File: src/rtl/ravan_top_if.sv
// Data/key bus for the ravan cipher engine; no flow control, sampled every cycle.
// Master drives mode, plaintext and key; slave returns the registered result.
interface ravan_top_if;
   logic         enc_op_sel;
   logic [63:0]  data_in;
   logic [511:0] key;
   logic [63:0]  data_out;

   modport master (output enc_op_sel, output data_in, output key, input data_out);
   modport slave  (input enc_op_sel, input data_in, input key, output data_out);
endinterface

File: src/rtl/ravan_top.sv
// 64-bit ARX block cipher with 512-bit folded key and on-chip ciphertext loopback for decrypt.
// Latency 1 clock from sampled inputs to data_out; runs every cycle, no backpressure.
module ravan_top #(
   parameter int ROUNDS = 8,
   parameter int ROT    = 13
) (
   input  logic        clk,
   input  logic        rst,
   ravan_top_if.slave  bus
);

   function automatic logic [63:0] rotl64(input logic [63:0] x, input int unsigned s);
      logic [6:0] a;
      a = 7'(s % 64);
      if (a == 7'd0) return x;
      return (x << a) | (x >> (7'd64 - a));
   endfunction

   function automatic logic [63:0] rotr64(input logic [63:0] x, input int unsigned s);
      return rotl64(x, (64 - (s % 64)) % 64);
   endfunction

   logic [63:0]              w_k;
   logic [ROUNDS-1:0][63:0]  w_rk;
   logic [ROUNDS:0][63:0]    w_enc;
   logic [ROUNDS:0][63:0]    w_dec;
   logic [63:0]              r_data_out;
   logic [63:0]              r_cipher_hold;

   always_comb begin
      w_k = '0;
      for (int i = 0; i < 8; i++) begin
         w_k = w_k ^ bus.key[64*i +: 64];
      end
   end

   always_comb begin
      w_rk = '0;
      for (int i = 0; i < ROUNDS; i++) begin
         w_rk[i] = rotl64(w_k, (8 * i) % 64) ^ 64'(i);
      end
   end

   always_comb begin
      w_enc    = '0;
      w_enc[0] = bus.data_in;
      for (int i = 0; i < ROUNDS; i++) begin
         w_enc[i+1] = rotl64(w_enc[i] ^ w_rk[i], ROT) + w_rk[i];
      end
   end

   // Decrypt chain is indexed top-down so w_dec[0] is the recovered plaintext.
   always_comb begin
      w_dec         = '0;
      w_dec[ROUNDS] = r_cipher_hold;
      for (int i = ROUNDS - 1; i >= 0; i--) begin
         w_dec[i] = rotr64(w_dec[i+1] - w_rk[i], ROT) ^ w_rk[i];
      end
   end

   always_ff @(posedge clk or posedge rst) begin
      if (rst) begin
         r_data_out    <= '0;
         r_cipher_hold <= '0;
      end else if (bus.enc_op_sel) begin
         r_data_out    <= w_enc[ROUNDS];
         r_cipher_hold <= w_enc[ROUNDS];
      end else begin
         r_data_out    <= w_dec[0];
      end
   end

   assign bus.data_out = r_data_out;

endmodule

File: src/flat_wrapper.sv
// flat-port wrapper written by rule: the top's interface ports become plain ports
module ravan_top_flat 
#(
   parameter int ROUNDS = 8,
   parameter int ROT    = 13
)
  (clk, rst, bus_enc_op_sel, bus_data_in, bus_key, bus_data_out);
  ravan_top_if bus_i ();
  input  logic clk;
  input  logic rst;
  input wire logic [$bits(bus_i.enc_op_sel)-1:0] bus_enc_op_sel;
  input wire logic [$bits(bus_i.data_in)-1:0] bus_data_in;
  input wire logic [$bits(bus_i.key)-1:0] bus_key;
  output wire logic [$bits(bus_i.data_out)-1:0] bus_data_out;
  assign bus_i.enc_op_sel = bus_enc_op_sel;
  assign bus_i.data_in = bus_data_in;
  assign bus_i.key = bus_key;
  assign bus_data_out = bus_i.data_out;
  ravan_top #(.ROUNDS(ROUNDS), .ROT(ROT)) u_core (.clk(clk), .rst(rst), .bus(bus_i));
endmodule
File: config.mk
export PLATFORM = sky130hd
export DESIGN_NAME = ravan_top_flat
export DESIGN_NICKNAME = d
export VERILOG_FILES = /design/src/rtl/ravan_top_if.sv /design/src/rtl/ravan_top.sv /design/src/flat_wrapper.sv
export SDC_FILE = /design/constraint.sdc
export NUM_CORES = 2
export LEC_CHECK = 0
export CAP_MARGIN = 20
export CORE_MARGIN = 2
export CORE_UTILIZATION = 55
export CTS_CLUSTER_DIAMETER = 60
export DETAILED_ROUTE_END_ITERATION = 10
export DONT_BUFFER_PORTS = 1
export GPL_TIMING_DRIVEN = 0
export HOLD_SLACK_MARGIN = 0.03
export PLACE_DENSITY = 0.74
export SETUP_SLACK_MARGIN = 0.1
export SYNTH_ARGS = -nofsm -noshare
export SYNTH_HDL_FRONTEND = slang
export SYNTH_SLANG_ARGS = --single-unit
File: constraint.sdc
create_clock -name clk -period 29.5 [get_ports clk]
set_input_delay 5.9 -clock clk [delete_from_list [all_inputs] [get_ports clk]]
set_output_delay 5.9 -clock clk [all_outputs]
set_load 0.02 [all_outputs]
## Word level (Yosys, flattened, before mapping)

Index checks and enable logic that the tools add are counted.

- Register bits after elaboration: 128
- Input bits: 579
- Output and inout port bits: 64
- Logic and storage cells: 72

- Add/subtract/negate cells: 16
- Multiplexer cells: 1
- Bitwise logic cells: 53

Operators with widths:

| operator | count |
|---|---|
| bitwise XOR 64 bit | 23 |
| adder 64 bit | 8 |
| OR 64 x 13 -> 64 bit | 8 |
| OR 64 x 51 -> 64 bit | 8 |
| subtractor 64 bit | 8 |
| 2-to-1 mux 64 bit | 1 |
| OR 64 x 16 -> 64 bit | 1 |
| OR 64 x 24 -> 64 bit | 1 |
| OR 64 x 32 -> 64 bit | 1 |
| OR 64 x 40 -> 64 bit | 1 |
| OR 64 x 48 -> 64 bit | 1 |
| OR 64 x 56 -> 64 bit | 1 |
| OR 64 x 8 -> 64 bit | 1 |
| inverter 2 bit | 3 |
| inverter 1 bit | 3 |
| inverter 3 bit | 1 |

## Depth between registers and ports, before layout

- Depth after elaboration: 34
- Gate-level depth with buffers: 320
- Depth with buffers taken out: 319

## Least setup slack after synthesis

OpenSTA, ideal clock, no wires.

- Path kind: input-to-reg
- From: input port bus_key[435]
- To: register u_core.r_data_out[62], in the netlist u_core.bus.data_out[62]
- Setup time: 0.083 ns
- Data arrival time: 61.792 ns
- Data required time: 29.417 ns
- Slack: -32.375 ns
- Cell stages on the path: 313
- Path through: xnor2_1 -> xnor2_1 -> xnor2_1 -> clkbuf_1 -> xnor2_1 -> ha_1 -> fa_1 -> a21boi_0 -> o21bai_1 -> a21o_1 -> a21o_1 -> a21oi_1 -> o21bai_1 -> a21o_1 -> a21o_1 -> a21o_1 -> a21o_1 -> a21o_1 -> (+277 left out) -> a21oi_1 -> a21oi_1 -> nor2b_1 -> o21a_1 -> o21ai_0 -> nand2b_1 -> a21oi_1 -> o21bai_1 -> a21o_1 -> a221oi_1 -> nor2_1 -> maj3_1 -> a21o_1 -> maj3_1 -> a21oi_1 -> xnor2_1 -> nand2_1 -> o21ai_0

- Word-level cells in the longest chain between the ends: 28
- Elaborated cells on any way between the ends: 58
- Classes of those cells: add/sub (16); mux (1); bitwise (41)

Ends and longest elaborated chain:

| item | line | text |
|---|---|---|
| from (decl) | flat_wrapper.sv:13 | `input wire logic [$bits(bus_i.key)-1:0] bus_key;` |
| bitwise XOR 64 bit * (2 in series) | ravan_top.sv:33 | `w_k = w_k ^ bus.key[64*i +: 64];` |
| OR 64 x 56 -> 64 bit | ravan_top.sv:16 | `return (x << a) \| (x >> (7'd64 - a));` |
| subtractor 64 bit | ravan_top.sv:57 | `w_dec[i] = rotr64(w_dec[i+1] - w_rk[i], ROT) ^ w_rk[i];` |
| OR 64 x 51 -> 64 bit | ravan_top.sv:16 |  |
| bitwise XOR 64 bit | ravan_top.sv:57 |  |
| subtractor 64 bit | ravan_top.sv:57 |  |
| OR 64 x 51 -> 64 bit | ravan_top.sv:16 |  |
| bitwise XOR 64 bit | ravan_top.sv:57 |  |
| (+11 left out) | - |  |
| bitwise XOR 64 bit | ravan_top.sv:57 |  |
| subtractor 64 bit | ravan_top.sv:57 |  |
| OR 64 x 51 -> 64 bit | ravan_top.sv:16 |  |
| bitwise XOR 64 bit | ravan_top.sv:57 |  |
| subtractor 64 bit | ravan_top.sv:57 |  |
| OR 64 x 51 -> 64 bit | ravan_top.sv:16 |  |
| bitwise XOR 64 bit | ravan_top.sv:57 |  |
| 2-to-1 mux 64 bit * | ravan_top.sv:65 | `end else if (bus.enc_op_sel) begin` |
| to (signal assigned) | ravan_top.sv:66 | `r_data_out <= w_enc[ROUNDS];` |
| to (signal assigned) | ravan_top.sv:69 | `r_data_out <= w_dec[0];` |
| to (decl) | ravan_top.sv:27 | `logic [63:0] r_data_out;` |

Mark *: on every way between the ends. The rest lies on a longest branch, timed or not.
A chain may end at the register's enable or synchronous reset.

## Final worst setup path

- From: input port bus_key[213]
- To: register u_core.r_data_out[62], in the netlist u_core.bus.data_out[62]

- Word-level cells in the longest chain between the ends: 31
- Elaborated cells on any way between the ends: 61
- Classes of those cells: add/sub (16); mux (1); bitwise (44)

Ends and longest elaborated chain:

| item | line |
|---|---|
| bitwise XOR 64 bit * (5 in series) | ravan_top.sv:33 |
| OR 64 x 56 -> 64 bit | ravan_top.sv:16 |
| subtractor 64 bit | ravan_top.sv:57 |
| OR 64 x 51 -> 64 bit | ravan_top.sv:16 |
| bitwise XOR 64 bit | ravan_top.sv:57 |
| subtractor 64 bit | ravan_top.sv:57 |
| OR 64 x 51 -> 64 bit | ravan_top.sv:16 |
| bitwise XOR 64 bit | ravan_top.sv:57 |
| (+11 left out) | - |
| bitwise XOR 64 bit | ravan_top.sv:57 |
| subtractor 64 bit | ravan_top.sv:57 |
| OR 64 x 51 -> 64 bit | ravan_top.sv:16 |
| bitwise XOR 64 bit | ravan_top.sv:57 |
| subtractor 64 bit | ravan_top.sv:57 |
| OR 64 x 51 -> 64 bit | ravan_top.sv:16 |
| bitwise XOR 64 bit | ravan_top.sv:57 |
| 2-to-1 mux 64 bit * | ravan_top.sv:65 |

Marks and branches as above.

==> out/metrics.cfg <==
[yosys]
synth-seq-cells = 128
synth_cell_types = 121
yosysTopAreaCell = xnor2_1
async_flop_share = 1.00
synth_top_area_frac = 0.283
synth_warnings = 0
syn_area_um2 = 64200
syn_nets = 9606
synth.area.top_cells = xnor2_1 28%, ha_1 16%, a21o_1 7.7%
synthFlopType = dfrtp_1
syn_area_per_cell_um2 = 7.85
ys_seq_area_frac = 0.0499
syn_inst = 8173
synth_edf_count = 0

[global_route]
antenna_found_initial = 29
grt_max_degree = 74
grtUsageTotal = 0.491
grt_pass1_vias = 61600
grt_pass1_wl_um = 427000
overflow = 0

[floorplan]
die_w_um = 346
start_util = 0.554
top_level_ports = 643
core-area_um2 = 116000
die-area_um2 = 119000
fp.dieH_um = 346
num_rows = 125

[setup_path]
crit_type = primary input to flop
rr_endpoint = u_core.bus.data_out[49]
crit_fanout = 13
worst_ep_required_time_ns = 29.97
max_stage_delay_ns = 0.68
cp_slowest_cell = clkbuf_1
arrival_ns = 62.19
reg2reg_slack_ns = -8.43
start_kind = primary input
crit_start = bus_key[213]
crit_end = u_core.bus.data_out[62]
path_depth = 310
cp_common_cell = a21o_1
r2r-start = u_core.r_cipher_hold[0]
path_buf_inv = 14
reg2regPathDepth = 138
cpLargestDelayFamily = compound AO/OA/AOI/OAI gates
crit_path_end_kind = flop

[clocking]
cts_tree = built
htreeDepth = 4
clockBufferDepth = 2
clk_pin_slew_ns = 0.08
cts_hold_buf = 0
clk_latency_ns = 0.58
clkSinkCount = 128
root_buffer = clkbuf_16
cts_made_buffers = 17

[routing]
viasPerCell = 6.64
drt_first_pass_iters = 9
vias = 67100
drtIter0Drc = 8615
ant_nets = 0
wl_per_cell_um = 30.7
drt_wl_total_um = 311000
drc = 0

[sta]
timing.fmax_ghz = 0.0162
finalCriticalPeriod_ns = 61.72
finalHoldViolCount = 0
setup_tns_ns = -3492.05
worst_slew_pin_slew_ns = 1.30
fin_ws_ns = -32.22
maxSlewViolCount = 0
finalCritPeriodShare = 2.09
rsz0062_at_grt = yes
slew_headroom = 0.127
fin_worst_skew_ns = 0.0376
setup_viol = 128

[cells_and_area]
fin_cells = 10100
final_common_cell = xnor2_1
area_delta_synth_final_pct = 14.5
layout_common_cells = 1969 x xnor2_1, 822 x ha_1, 658 x a21o_1, 551 x a21oi_1, 428 x xor2_1
drive_gt1_frac = 0.129
nets = 9990
final_area_um2 = 73500

[outcome]
violations = negative setup slack
outcome = finished, violations left

[hold_path]
min_path_type = flop to flop

[placement]
gp_congestion = 1.16
dpl_cell_area_um2 = 68000
dp.cells = 9757
io_buffers = 0
hpwlAfterDp_um = 250000

[job]
maxCapViolCount = 0

[layout make-up]
cell class | instances | area, µm²
clock buffer | 18 | 429
inverter | 383 | 1460
timing repair buffer | 365 | 3280
clock inverter | 14 | 155
antenna | 13 | 32.5
fill | 10400 | 42400
multi-input combinational | 7479 | 61900
sequential | 128 | 3200
buffer | 183 | 1070
tap | 1524 | 1910
[synth_stat cells (27+ instances only)]
library cell and count:
buf_1 28, a211oi_1 30, nand4_1 67, nand2b_1 98
o21a_1 68, inv_1 372, o21ai_0 428, nand2_1 377
o31ai_1 39, o21bai_1 146, a21o_1 659, nor2_1 374
a21oi_1 658, dfrtp_1 128, a21boi_0 31, clkbuf_1 126
nor3_1 84, nand3_1 129, maj3_1 131, ha_1 839
o211ai_1 30, xor2_1 434, xnor3_1 49, or3_1 32
and2_1 53, xnor2_1 2073, a31oi_1 60, nor2b_1 83
or2_2 27, and3_1 52, o21ai_1 40
[layer usage]
layer  up-vias  share of wire  global-route usage
met3      1075           0.13               0.172
met4        32          0.086               0.349
met2      4449           0.40               0.698
li1      29700              -                   -
met1     31900           0.38               0.612
met5         -        0.00068                   0
[cell families after synthesis]
kind of cell / share of synthesized area
xor gates and xnor gates: 0.362
AOI/OAI and AO/OA: 0.250
and+or+nand+nor: 0.111
adders and majority gates: 0.191
buffers and inverters: 0.0340
DFF: 0.0499
muxes: 0.00281
[state kept, by name, summed over array words and instances, names as in the netlist]
name	cells
u_core.bus.data_out	64
u_core.r_cipher_hold	64
[worst min-delay path: cells and delay by family, from the launching register on]
kind                   cells  cell delay, ns
AOI/OAI and AO/OA          1            0.05
buffers and inverters      1            0.06
DFF                        1            0.39
[stage by stage]
| step | hold WS [ns] | utilization | setup WS (ns) |
|---|---|---|---|
| 6_report | 0.523 | 0.634 | -32.22 |
| 5_1_grt | 0.538 | 0.634 | -33.34 |
| 4_1_cts | 0.521 | 0.619 | -31.23 |
| 3_5_place_dp | 0.507 | 0.587 | -38.29 |
| 3_3_place_gp | 0.497 | 0.576 | -38.62 |
| 2_1_floorplan | 0.459 | - | -25.51 |
[worst min path at each step]
stage / startpoint / endpoint / slack (ns) / depth (start not counted)
6_report: u_core.r_cipher_hold[26] / u_core.r_cipher_hold[26] / 0.52 / 2
3_3_place_gp: u_core.r_cipher_hold[49] / u_core.r_cipher_hold[49] / 0.50 / 1
4_1_cts: u_core.r_cipher_hold[49] / u_core.r_cipher_hold[49] / 0.52 / 1
5_1_grt: u_core.r_cipher_hold[26] / u_core.r_cipher_hold[26] / 0.54 / 2
3_5_place_dp: u_core.r_cipher_hold[49] / u_core.r_cipher_hold[49] / 0.51 / 1
2_1_floorplan: u_core.r_cipher_hold[9] / u_core.r_cipher_hold[9] / 0.46 / 2
[what timing repair did]
action                                 in CTS  in global routing
buffers inserted                          188                106
endpoints found under the hold margin       0                  0
setup endpoints to repair                 128                128
resized for setup                         359                163
pin swaps                                 261                258
Power is not shown: default switching activity piles up to over one toggle a cycle in this logic, so the estimate is an artifact.
